### config.mk
export PLATFORM = sky130hd
export DESIGN_NAME = mem_bus_arbiter_flat
export DESIGN_NICKNAME = d
export VERILOG_FILES = /design/src/rtl/mem_bus_arbiter_if.sv /design/src/rtl/mem_bus_arbiter.sv /design/src/flat_wrapper.sv
export SDC_FILE = /design/constraint.sdc
export NUM_CORES = 1
export LEC_CHECK = 0
export CAP_MARGIN = 20
export CORE_MARGIN = 4
export CORE_UTILIZATION = 41
export CTS_CLUSTER_SIZE = 30
export DETAILED_ROUTE_END_ITERATION = 10
export PLACE_DENSITY = 0.91
export SLEW_MARGIN = 40
export SYNTH_ARGS = -nofsm -noshare
export SYNTH_HDL_FRONTEND = slang
export SYNTH_SLANG_ARGS = --single-unit
export TNS_END_PERCENT = 5
### constraint.sdc
create_clock -name clk -period 4.2 [get_ports clk]
set_input_delay 0.63 -clock clk [delete_from_list [all_inputs] [get_ports clk]]
set_output_delay 0.63 -clock clk [all_outputs]
set_load 0.02 [all_outputs]
### src/rtl/mem_bus_arbiter_if.sv
`default_nettype none
// ============================================================================
//  Module      : mem_bus_arbiter_if
//  Description : Signal bundle for the fetch/load-store/memory-bus arbiter.
//                'master' is the arbiter's view. It masters the memory bus
//                and serves both requesters. 'slave' is the surrounding
//                pipeline and memory view.
//  Revision    : 1.0 - initial release
// ============================================================================
interface mem_bus_arbiter_if;
    // Instruction fetch port
    logic        inst_req_valid;
    logic        inst_req_ready;
    logic [31:0] inst_req_addr;
    logic        inst_resp_valid;
    logic        inst_resp_ready;
    logic [31:0] inst_resp_data;

    // Load/store port
    logic        data_req_valid;
    logic        data_req_ready;
    logic [31:0] data_req_addr;
    logic        data_req_wen;
    logic [3:0]  data_req_wstrb;
    logic [31:0] data_req_wdata;
    logic        data_resp_valid;
    logic        data_resp_ready;
    logic [31:0] data_resp_data;

    // Memory bus
    logic        bus_req_valid;
    logic        bus_req_ready;
    logic [31:0] bus_addr;
    logic        bus_wen;
    logic [3:0]  bus_wstrb;
    logic [31:0] bus_wdata;
    logic        bus_resp_valid;
    logic [31:0] bus_resp_data;

    modport master (
        input  inst_req_valid, inst_req_addr, inst_resp_ready,
        output inst_req_ready, inst_resp_valid, inst_resp_data,
        input  data_req_valid, data_req_addr, data_req_wen, data_req_wstrb,
               data_req_wdata, data_resp_ready,
        output data_req_ready, data_resp_valid, data_resp_data,
        output bus_req_valid, bus_addr, bus_wen, bus_wstrb, bus_wdata,
        input  bus_req_ready, bus_resp_valid, bus_resp_data
    );

    modport slave (
        output inst_req_valid, inst_req_addr, inst_resp_ready,
        input  inst_req_ready, inst_resp_valid, inst_resp_data,
        output data_req_valid, data_req_addr, data_req_wen, data_req_wstrb,
               data_req_wdata, data_resp_ready,
        input  data_req_ready, data_resp_valid, data_resp_data,
        input  bus_req_valid, bus_addr, bus_wen, bus_wstrb, bus_wdata,
        output bus_req_ready, bus_resp_valid, bus_resp_data
    );
endinterface
`default_nettype wire

### src/rtl/mem_bus_arbiter.sv
`default_nettype none
// ============================================================================
//  Module      : mem_bus_arbiter
//  Description : Single-outstanding arbiter between instruction fetch and
//                load/store onto one SRAM-like bus. Data has priority. Fetch
//                is forced through after STARVE_LIMIT consecutive data grants
//                taken while a fetch was waiting.
//  Revision    : 1.0 - initial release
// ============================================================================
module mem_bus_arbiter #(
    parameter int STARVE_LIMIT = 4
) (
    input  wire logic          clk,
    input  wire logic          reset,
    mem_bus_arbiter_if.master  bus_if
);

    localparam int SW = (STARVE_LIMIT < 1) ? 1 : $clog2(STARVE_LIMIT + 1);
    localparam logic [SW-1:0] c_starve_max = SW'(STARVE_LIMIT);

    typedef enum logic [1:0] {
        S_IDLE = 2'd0,
        S_REQ  = 2'd1,
        S_WAIT = 2'd2,
        S_RESP = 2'd3
    } state_t;

    state_t        r_state;
    state_t        w_state_nxt;
    logic          r_owner;        // 0 = fetch, 1 = load/store
    logic [31:0]   r_addr;
    logic          r_wen;
    logic [3:0]    r_wstrb;
    logic [31:0]   r_wdata;
    logic [31:0]   r_rdata;
    logic [SW-1:0] r_starve;

    logic          w_starved;
    logic          w_grant_inst;
    logic          w_grant_data;
    logic          w_bus_req_valid;
    logic          w_inst_resp_valid;
    logic          w_data_resp_valid;

    assign w_starved = (r_starve == c_starve_max);

    // State register
    always_ff @(posedge clk) begin
        if (reset) begin
            r_state <= S_IDLE;
        end else begin
            r_state <= w_state_nxt;
        end
    end

    // Next-state, grant decision and handshake outputs
    always_comb begin
        w_state_nxt       = r_state;
        w_grant_inst      = 1'b0;
        w_grant_data      = 1'b0;
        w_bus_req_valid   = 1'b0;
        w_inst_resp_valid = 1'b0;
        w_data_resp_valid = 1'b0;
        case (r_state)
            S_IDLE: begin
                // Fetch wins only if data is absent or fetch has been starved
                if (bus_if.inst_req_valid && (!bus_if.data_req_valid || w_starved)) begin
                    w_grant_inst = 1'b1;
                    w_state_nxt  = S_REQ;
                end else if (bus_if.data_req_valid) begin
                    w_grant_data = 1'b1;
                    w_state_nxt  = S_REQ;
                end
            end
            S_REQ: begin
                w_bus_req_valid = 1'b1;
                if (bus_if.bus_req_ready) begin
                    w_state_nxt = S_WAIT;
                end
            end
            S_WAIT: begin
                if (bus_if.bus_resp_valid) begin
                    w_state_nxt = S_RESP;
                end
            end
            S_RESP: begin
                if (r_owner) begin
                    w_data_resp_valid = 1'b1;
                    if (bus_if.data_resp_ready) begin
                        w_state_nxt = S_IDLE;
                    end
                end else begin
                    w_inst_resp_valid = 1'b1;
                    if (bus_if.inst_resp_ready) begin
                        w_state_nxt = S_IDLE;
                    end
                end
            end
            default: begin
                w_state_nxt = S_IDLE;
            end
        endcase
    end

    // Latch the granted request and capture the bus read data
    always_ff @(posedge clk) begin
        if (reset) begin
            r_owner <= 1'b0;
            r_addr  <= '0;
            r_wen   <= 1'b0;
            r_wstrb <= '0;
            r_wdata <= '0;
            r_rdata <= '0;
        end else begin
            if (w_grant_inst) begin
                // Fetches are always reads; write fields are forced clear
                r_owner <= 1'b0;
                r_addr  <= bus_if.inst_req_addr;
                r_wen   <= 1'b0;
                r_wstrb <= '0;
                r_wdata <= '0;
            end else if (w_grant_data) begin
                r_owner <= 1'b1;
                r_addr  <= bus_if.data_req_addr;
                r_wen   <= bus_if.data_req_wen;
                r_wstrb <= bus_if.data_req_wstrb;
                r_wdata <= bus_if.data_req_wdata;
            end
            if ((r_state == S_WAIT) && bus_if.bus_resp_valid) begin
                r_rdata <= bus_if.bus_resp_data;
            end
        end
    end

    // Starvation counter: counts data grants that bypassed a waiting fetch
    always_ff @(posedge clk) begin
        if (reset) begin
            r_starve <= '0;
        end else if (w_grant_inst) begin
            r_starve <= '0;
        end else if (w_grant_data && bus_if.inst_req_valid && !w_starved) begin
            r_starve <= r_starve + SW'(1);
        end
    end

    assign bus_if.inst_req_ready  = w_grant_inst;
    assign bus_if.data_req_ready  = w_grant_data;
    assign bus_if.inst_resp_valid = w_inst_resp_valid;
    assign bus_if.data_resp_valid = w_data_resp_valid;
    assign bus_if.inst_resp_data  = w_inst_resp_valid ? r_rdata : 32'd0;
    assign bus_if.data_resp_data  = w_data_resp_valid ? r_rdata : 32'd0;
    assign bus_if.bus_req_valid   = w_bus_req_valid;
    assign bus_if.bus_addr        = r_addr;
    assign bus_if.bus_wen         = r_wen;
    assign bus_if.bus_wstrb       = r_wstrb;
    assign bus_if.bus_wdata       = r_wdata;

endmodule
`default_nettype wire

### src/flat_wrapper.sv
// flat-port wrapper written by rule: the top's interface ports become plain ports
module mem_bus_arbiter_flat 
#(
    parameter int STARVE_LIMIT = 4
)
  (clk, reset, bus_if_inst_req_valid, bus_if_inst_req_addr, bus_if_inst_resp_ready, bus_if_inst_req_ready, bus_if_inst_resp_valid, bus_if_inst_resp_data, bus_if_data_req_valid, bus_if_data_req_addr, bus_if_data_req_wen, bus_if_data_req_wstrb, bus_if_data_req_wdata, bus_if_data_resp_ready, bus_if_data_req_ready, bus_if_data_resp_valid, bus_if_data_resp_data, bus_if_bus_req_valid, bus_if_bus_addr, bus_if_bus_wen, bus_if_bus_wstrb, bus_if_bus_wdata, bus_if_bus_req_ready, bus_if_bus_resp_valid, bus_if_bus_resp_data);
  mem_bus_arbiter_if bus_if_i ();
  input  wire logic clk;
  input  wire logic reset;
  input wire logic [$bits(bus_if_i.inst_req_valid)-1:0] bus_if_inst_req_valid;
  input wire logic [$bits(bus_if_i.inst_req_addr)-1:0] bus_if_inst_req_addr;
  input wire logic [$bits(bus_if_i.inst_resp_ready)-1:0] bus_if_inst_resp_ready;
  output wire logic [$bits(bus_if_i.inst_req_ready)-1:0] bus_if_inst_req_ready;
  output wire logic [$bits(bus_if_i.inst_resp_valid)-1:0] bus_if_inst_resp_valid;
  output wire logic [$bits(bus_if_i.inst_resp_data)-1:0] bus_if_inst_resp_data;
  input wire logic [$bits(bus_if_i.data_req_valid)-1:0] bus_if_data_req_valid;
  input wire logic [$bits(bus_if_i.data_req_addr)-1:0] bus_if_data_req_addr;
  input wire logic [$bits(bus_if_i.data_req_wen)-1:0] bus_if_data_req_wen;
  input wire logic [$bits(bus_if_i.data_req_wstrb)-1:0] bus_if_data_req_wstrb;
  input wire logic [$bits(bus_if_i.data_req_wdata)-1:0] bus_if_data_req_wdata;
  input wire logic [$bits(bus_if_i.data_resp_ready)-1:0] bus_if_data_resp_ready;
  output wire logic [$bits(bus_if_i.data_req_ready)-1:0] bus_if_data_req_ready;
  output wire logic [$bits(bus_if_i.data_resp_valid)-1:0] bus_if_data_resp_valid;
  output wire logic [$bits(bus_if_i.data_resp_data)-1:0] bus_if_data_resp_data;
  output wire logic [$bits(bus_if_i.bus_req_valid)-1:0] bus_if_bus_req_valid;
  output wire logic [$bits(bus_if_i.bus_addr)-1:0] bus_if_bus_addr;
  output wire logic [$bits(bus_if_i.bus_wen)-1:0] bus_if_bus_wen;
  output wire logic [$bits(bus_if_i.bus_wstrb)-1:0] bus_if_bus_wstrb;
  output wire logic [$bits(bus_if_i.bus_wdata)-1:0] bus_if_bus_wdata;
  input wire logic [$bits(bus_if_i.bus_req_ready)-1:0] bus_if_bus_req_ready;
  input wire logic [$bits(bus_if_i.bus_resp_valid)-1:0] bus_if_bus_resp_valid;
  input wire logic [$bits(bus_if_i.bus_resp_data)-1:0] bus_if_bus_resp_data;
  assign bus_if_i.inst_req_valid = bus_if_inst_req_valid;
  assign bus_if_i.inst_req_addr = bus_if_inst_req_addr;
  assign bus_if_i.inst_resp_ready = bus_if_inst_resp_ready;
  assign bus_if_inst_req_ready = bus_if_i.inst_req_ready;
  assign bus_if_inst_resp_valid = bus_if_i.inst_resp_valid;
  assign bus_if_inst_resp_data = bus_if_i.inst_resp_data;
  assign bus_if_i.data_req_valid = bus_if_data_req_valid;
  assign bus_if_i.data_req_addr = bus_if_data_req_addr;
  assign bus_if_i.data_req_wen = bus_if_data_req_wen;
  assign bus_if_i.data_req_wstrb = bus_if_data_req_wstrb;
  assign bus_if_i.data_req_wdata = bus_if_data_req_wdata;
  assign bus_if_i.data_resp_ready = bus_if_data_resp_ready;
  assign bus_if_data_req_ready = bus_if_i.data_req_ready;
  assign bus_if_data_resp_valid = bus_if_i.data_resp_valid;
  assign bus_if_data_resp_data = bus_if_i.data_resp_data;
  assign bus_if_bus_req_valid = bus_if_i.bus_req_valid;
  assign bus_if_bus_addr = bus_if_i.bus_addr;
  assign bus_if_bus_wen = bus_if_i.bus_wen;
  assign bus_if_bus_wstrb = bus_if_i.bus_wstrb;
  assign bus_if_bus_wdata = bus_if_i.bus_wdata;
  assign bus_if_i.bus_req_ready = bus_if_bus_req_ready;
  assign bus_if_i.bus_resp_valid = bus_if_bus_resp_valid;
  assign bus_if_i.bus_resp_data = bus_if_bus_resp_data;
  mem_bus_arbiter #(.STARVE_LIMIT(STARVE_LIMIT)) u_core (.clk(clk), .reset(reset), .bus_if(bus_if_i));
endmodule
==> flow_metrics.tcl <==
set metrics [dict create \
    run_status "complete, no violations" \
    synth_top_cell_by_area "dfxtp_1" \
    worst_ep_required_time_ns 3.57 \
    design.portCount 279 \
    worst_path_cell_chain "clkdlybuf4s50_1 -> nand2_1 -> buf_4 -> nor2_1 -> clkdlybuf4s50_1" \
    timing.critical_path.to_type "output port" \
    globalRouteMet2Util_pct 40.2 \
    synth.most_common_cell "dfxtp_1" \
    synth_fp_nets 734 \
    port_buffers 278 \
    globalRoute.totalOverflow 0 \
    finalNonFillerCells 972 \
    reg_to_reg_critical_path_startpoint "u_core.r_state[0]" \
    vdd.ir_drop.worst_v 0.000281 \
    total_via_count_after_detailed_routing 5266 \
    synth_top_flop_cell "dfxtp_1" \
    tritoncts_clock_tree "yes" \
    synth_common_cells "107 x dfxtp_1, 94 x a21oi_1, 70 x nand3_1, 68 x nand2_1, 52 x clkbuf_1" \
    cts.root.buffer_cell "clkbuf_16" \
    post-cts-setup-buffer-count 0 \
    most_common_cell_on_crit_path "clkdlybuf4s50_1" \
    final_period_minus_worst_setup_slack_ns 2.99 \
    antenna_violations_before_repair 0 \
    period_utilisation_layout_pct 71.1 \
    cts_sinks 107 \
    clock_power_share_pct 25.8 \
    post_synth_inst_count 586 \
    fp.dieW_um 116 \
    fillerInstances 949 \
    nets 972 \
    synth_edf_count 0 \
    power_density_nw_per_um2 433 \
    cts_repair_resize_count 0 \
    power.leakage_nw 2.86 \
    clkTransAtPathRegs_ns 0.06 \
    via_per_inst 5.42 \
    timing.reg2reg.worst_path_depth 7 \
    cell_with_the_largest_stage_delay_on_the_worst_path "clkdlybuf4s50_1" \
    regToRegEndpoint "u_core.r_owner" \
    dpl.cell_count 956 \
    ys_async_sr_fraction_pct 0 \
    netlist_area_um2 4750 \
    postCtsHoldBufs 0 \
    cp-start-kind "input pin" \
    final_hold_fails 0 \
    timing.critical_path.to "bus_if_data_req_ready" \
    cp-startpoint "bus_if_data_req_valid" \
    hold_class "reg -> reg" \
    cp.arrival_ns 2.36 \
    power.share.combinational_pct 35.7 \
    drt_first_pass_iters 7 \
    tritoncts.num_buffers 9 \
    grt_util_all_layers_pct 24.1 \
    detailedPlacementHpwl_mm 11.7 \
    start_util_pct 41.7 \
    power.switching_fraction_pct 34.2 \
    worstPathMaxFanout 38 \
    netlist_top_cells_area "dfxtp_1 45%, a21oi_1 9.9%, nand3_1 7.4%" \
    drt_iter0_drc 389 \
    number_of_rows_created_at_floorplan 39 \
    drc 0 \
    ff2ff_setup_slack_ns 2.08 \
    final_weighted_congestion_in_routability_driven_placement 0.828 \
    via_count_of_the_first_global_routing_pass 5052 \
    antenna_left 0 \
    crit_type "in -> out" \
    synth.ff_latch_count 107 \
    routedWlPerCell_um 17.0 \
    global_route_wire_length_before_repair_mm 25.7 \
    postRouteWirelength_mm 16.5 \
    antenna_cells_inserted 0 \
    fp.coreArea_um2 11400 \
    max_slew_violations 0 \
    htree_levels 3 \
    met3_usage_pct 6.48 \
    power.internal_w 0.00224 \
    p_seq_share_pct 38.5 \
    number_of_unique_standard_cell_types_used_by_synthesis 27 \
    yosysSeqAreaShare_pct 45.1 \
    final.setup_skew_ns 0.00670 \
    area_delta_synth_final_pct 65.6 \
    grt_start_max_net_pins 71 \
    global_route.peak_usage_layer "met2" \
    finalSetupViolCount 0 \
    critPathMaxStageDelay_ns 0.63 \
    synth.top_cell.area_share_pct 45.1 \
    post_route_cells_drive_above_1_share_pct 5.55 \
    die_y_um 116 \
    yosysWarnings 0 \
    maxCapViolations 0 \
    synth.avg_cell_area_um2 8.10 \
    max_slew.worst_pin.slew_ns 0.770 \
    met1_usage_pct 28.7 \
    slew-limit-headroom_pct 48.7 \
    p_sw_w 0.00117 \
    rsz0062_at_grt "no" \
    clock_insertion_delay_worst_skew_ns 0.34 \
    setup_total_negative_slack_ns 0 \
    die_area_um2 13400 \
    clock.fmax_ghz 0.335 \
    clock_tree.buffer_depth 2 \
]
critical path: cells and delay by family:
kind / cells / cell delay (ns)
and+or+nand+nor: 2 / 0.24
buffers and inverters: 3 / 1.48
power by group through the flow:
stage / Sequential, W / Combinational, W / Clock [W]
global route: 0.00133 / 0.00132 / 0.000940
finish: 0.00131 / 0.00122 / 0.000877
global placement: 0.00132 / 0.00120 / 0
CTS: 0.00131 / 0.00123 / 0.000901
floorplan: 0.00145 / 0.000529 / 0
detailed placement: 0.00133 / 0.00122 / 0
kinds of logic (layout without fill, tap and decap cells):
kind of cell	after synthesis	after routing	share of synthesized area, %
buf+inv	68	311	5.93
flops	107	107	45.1
xor+xnor	1	1	0.185
simple gates	221	221	23.6
fa+ha+maj	7	7	1.85
compound gates	179	179	22.6
mux	3	3	0.633
state kept, by name (all words and copies together), names as in the netlist:
register                 count
u_core.bus_if.bus_addr      32
u_core.bus_if.bus_wdata     32
u_core.bus_if.bus_wen        1
u_core.bus_if.bus_wstrb      4
u_core.r_owner               1
u_core.r_rdata              32
u_core.r_starve              3
u_core.r_state               2
cell type report:
class / instances / area [um2] / area share [%]
multi-input cells: 411 / 2340 / 29.7
flip-flops and latches: 107 / 2140 / 27.3
clock buffers: 11 / 253 / 3.22
repair buffers: 290 / 2870 / 36.5
well taps: 143 / 179 / 2.28
clock inverters: 5 / 60.1 / 0.764
inverters: 5 / 18.8 / 0.239
routing by layer:
layer  vias to the layer above  wire, um
met5                         -         0
met4                         0       584
met3                        41      1540
met2                       255      8120
met1                      2430      6290
li1                       2540         -
worst min path at each step:
stage / from / end / depth (start not counted)
global placement: u_core.r_rdata[31] / u_core.r_rdata[31] / 2
floorplan: u_core.r_rdata[31] / u_core.r_rdata[31] / 2
CTS: u_core.r_rdata[31] / u_core.r_rdata[31] / 2
global route: u_core.r_rdata[4] / u_core.r_rdata[4] / 2
detailed placement: u_core.r_rdata[31] / u_core.r_rdata[31] / 2
finish: u_core.r_rdata[31] / u_core.r_rdata[31] / 2
through the flow:
| step | setup slack, ns | cell area [um2] | utilization, % | hold WS [ns] | power (W) |
|---|---|---|---|---|---|
| 6_report | 1.21 | 7860 | 69.1 | 0.461 | 0.00340 |
| 5_1_grt | 1.11 | 7860 | 69.1 | 0.485 | 0.00359 |
| 4_1_cts | 1.21 | 7860 | 69.1 | 0.463 | 0.00344 |
| 3_5_place_dp | 1.25 | 7540 | 66.4 | 0.454 | 0.00255 |
| 3_3_place_gp | 1.27 | 7540 | 66.3 | 0.447 | 0.00252 |
| 2_1_floorplan | 2.04 | 4750 | - | 0.440 | 0.00198 |
cells in the final DEF (no fill, tap or decap), types with 2 or more instances in the layout:
master,count
nand3_1,69
nor2b_1,3
nand2b_1,3
a32oi_1,32
buf_4,12
nand2_1,67
and2_1,35
a21oi_2,10
and3_1,33
clkbuf_8,2
nor2_1,3
clkbuf_16,9
o21ai_0,32
clkdlybuf4s50_1,277
inv_1,5
o21ai_1,6
and2_2,2
ha_1,7
nor3b_1,2
dfxtp_1,106
a21oi_1,94
mux2i_1,3
Note: power is estimated with default switching activity, not from simulation.
==> patch, RTL diff (same settings) <==
`STARVE_LIMIT` is set to 4 in 2 places; all go to 8.
--- a/src/rtl/mem_bus_arbiter.sv
+++ b/src/rtl/mem_bus_arbiter.sv
@@ -8,7 +8,7 @@
 //  Revision    : 1.0 - initial release
 // ============================================================================
 module mem_bus_arbiter #(
-    parameter int STARVE_LIMIT = 4
+    parameter int STARVE_LIMIT = 8
 ) (
     input  wire logic          clk,
     input  wire logic          reset,
--- a/src/flat_wrapper.sv
+++ b/src/flat_wrapper.sv
@@ -1,7 +1,7 @@
 // flat-port wrapper written by rule: the top's interface ports become plain ports
 module mem_bus_arbiter_flat 
 #(
-    parameter int STARVE_LIMIT = 4
+    parameter int STARVE_LIMIT = 8
 )
   (clk, reset, bus_if_inst_req_valid, bus_if_inst_req_addr, bus_if_inst_resp_ready, bus_if_inst_req_ready, bus_if_inst_resp_valid, bus_if_inst_resp_data, bus_if_data_req_valid, bus_if_data_req_addr, bus_if_data_req_wen, bus_if_data_req_wstrb, bus_if_data_req_wdata, bus_if_data_resp_ready, bus_if_data_req_ready, bus_if_data_resp_valid, bus_if_data_resp_data, bus_if_bus_req_valid, bus_if_bus_addr, bus_if_bus_wen, bus_if_bus_wstrb, bus_if_bus_wdata, bus_if_bus_req_ready, bus_if_bus_resp_valid, bus_if_bus_resp_data);
   mem_bus_arbiter_if bus_if_i ();
Formal check against the unedited RTL: same outputs for any inputs over 10 cycles, from zero or initial values and one cycle with reset high; that may be too few to reach the edited logic, so the function may still have changed.
==> patch against the original RTL <==
Critical endpoint is now bus_if_inst_req_ready. Setup slack lost 120 ps. Wire length grew 8.3%. Sequential cell count grew 1. Final area grew 3.4%. Via count grew 6.7%. Worst hold slack gained 0.87 ps. Non-clock buffer count grew 2. Clock skew grew 1.8 ps. Utilization shrank 1.5 points. Power grew 0.98%. Register-to-register slack lost 410 ps. Area after synthesis grew 5.9%. Global-route usage grew 0.27 points.
==> patch: results (changes against the original RTL) <==
* GPL Wtd Cong at 0.844 (was 0.828)
* Outcome: completed (unchanged)
* Largest net degree at the start of global routing at 111 (was 71)
* Initial antenna violation count at 0 (unchanged)
* PortBufs at 278 (unchanged)
* Ys async rst share at 0% (unchanged)
* ANT cells at 0 (unchanged)
* Worst slew pin tran at 749 ps (was 770 ps)
* Hold Path Class: flip-flop to flip-flop (unchanged)
* Gr usage total at 24.3% (was 24.1%)
* Later-pin clock latency in the skew report at 350 ps
* Register area share after synthesis at 43.0% (was 45.1%)
* Worst R2R Path Depth at 6 (was 7)
* Via count at 5619 (was 5266)
* Reg-to-reg endpoint: u_core.bus_if.bus_wstrb[3]$_SDFFE_PP0P_ (was u_core.r_owner$_SDFFE_PP0P_)
* Hold path cells at 2 (unchanged)
* Internal at 0.00225 W (was 0.00224 W)
* Maximum clock path buffer count at 2 (unchanged)
* Setup Skew at 8.47 ps (was 6.70 ps)
* YS warnings at 0 (unchanged)
* CTS buffer count at 9 (unchanged)
* Clk slew on worst S/H paths at 70 ps
* First-pass GRT wire length at 28.1 mm (was 25.7 mm)
* Yosys cell types at 32 (was 27)
* Vias in the first global route at 5482 (was 5052)
* Final WL at 17.9 mm (was 16.5 mm)
* Area contributors post-synth: dfxtp_1 43%, a21oi_1 6.6%, a211oi_1 6.0% (was dfxtp_1 45%, a21oi_1 9.9%, nand3_1 7.4%)
* Reg2reg setup slack at 1670 ps (was 2080 ps)
* DP Worst Slack at 1100 ps (was 1250 ps)
* Worst Hold End: u_core.r_rdata[10]$_SDFFE_PP0P_ (was u_core.r_rdata[31]$_SDFFE_PP0P_)
* CTS root buf: clkbuf_16 (unchanged)
* Leakage at 2.85 nW (was 2.86 nW)
* Post-DP HPWL at 12.2 mm (was 11.7 mm)
* Initial detailed-routing violation count at 411 (was 389)
* Post-Syn Nets at 753 (was 734)
* H-tree lvl count at 3 (unchanged)
* HP Start: u_core.r_rdata[10]$_SDFFE_PP0P_ (was u_core.r_rdata[31]$_SDFFE_PP0P_)
* DR pass1 iterations at 4 (was 7)
* RR Startpoint: u_core.r_state[1]$_SDFFE_PP0P_ (was u_core.r_state[0]$_SDFFE_PP0P_)
* Post-synth top cells: 108 x dfxtp_1, 67 x nand2_1, 66 x a21oi_1 (was 107 x dfxtp_1, 94 x a21oi_1, 70 x nand3_1)
* Share of cells above drive strength 1 at 4.65% (was 5.55%)
* Hold_ws at 462 ps (was 461 ps)
* Peak supply drop at 0.472 mV (was 0.281 mV)
* Final #Nets at 981 (was 972)
* Critical Path Fanout Max at 37 (was 38)
* CP Data Arrival Time at 2480 ps (was 2360 ps)
* Layout filler cell count at 962 (was 949)
* CTS resizes at 0 (unchanged)
* Post-CTS setup buffers at 0 (unchanged)
[patch: changes by cell type in the layout (fill, tap and decap cells not counted), sizes merged, moves of 2 or more]
cell | before | now
nand3 | 70 | 41
o21ai | 39 | 42
o2111ai | 0 | 32
and2 | 37 | 35
nor2 | 3 | 1
a21oi | 104 | 66
a211oi | 0 | 41
clkinv | 2 | 4
[patch: worst max-delay path: stages]
cell             delay [ps]
clkdlybuf4s50_1         500
buf_4                   360
nand2_1                 150
a21oi_4                 190
clkdlybuf4s50_1         640
[patch: stage by stage]
step	instance area [um^2]	cells	util [%]	power, W
global route	8120	985	67.6	0.00362
global placement	7810	969	65.0	0.00256
detailed placement	7820	969	65.1	0.00259
finish	8120	985	67.6	0.00344
floorplan	5020	605	-	0.00200
CTS	8120	985	67.6	0.00346
[patch: area by class of cell]
class / instances / area [um^2] / area share (%)
Tap cell: 147 / 184 / 2.26
Clock buffer: 11 / 253 / 3.11
Sequential cell: 108 / 2160 / 26.6
Multi-Input combinational cell: 416 / 2560 / 31.5
Inverter: 6 / 22.5 / 0.277
Timing Repair Buffer: 292 / 2890 / 35.6
Clock inverter: 5 / 50.0 / 0.616
[patch: per-layer routing]
layer	share of wire, %	vias up	global-route usage, %
met5	0	-	0
met4	3.4	0	10.2
met3	7.6	39	7.18
met2	50	243	42.0
met1	39	2651	28.0
li1	-	2686	-
[patch: kinds of logic after synthesis]
group                    Yosys count  share of synthesized area (%)
buffers and inverters             81                           6.45
AO/OA/AOI/OAI                    215                           28.6
AND/OR/NAND/NOR                  191                           19.6
flip-flops                       108                           43.0
multiplexers                       3                          0.598
adder cells (fa/ha/maj)            7                           1.74
[patch: power groups by stage]
stage               registers [W]  logic [W]  clock network (W)
floorplan                 0.00146   0.000546                  0
global placement          0.00131    0.00125                  0
detailed placement        0.00131    0.00127                  0
CTS                       0.00129    0.00128           0.000885
global route              0.00131    0.00138           0.000932
finish                    0.00129    0.00127           0.000868
[patch: worst max path at each step]
stage | from | endpoint | slack (ps) | depth (start not counted)
floorplan | u_core.r_state[0]$_SDFFE_PP0P_ | bus_if_inst_resp_data[10] | 2040 | 4
global placement | bus_if_inst_req_valid | bus_if_inst_req_ready | 1130 | 5
detailed placement | bus_if_inst_req_valid | bus_if_inst_req_ready | 1100 | 5
CTS | u_core.r_state[1]$_SDFFE_PP0P_ | bus_if_inst_resp_data[4] | 1080 | 6
global route | u_core.r_state[0]$_SDFFE_PP0P_ | bus_if_inst_req_ready | 970 | 5
finish | bus_if_inst_req_valid | bus_if_inst_req_ready | 1090 | 5
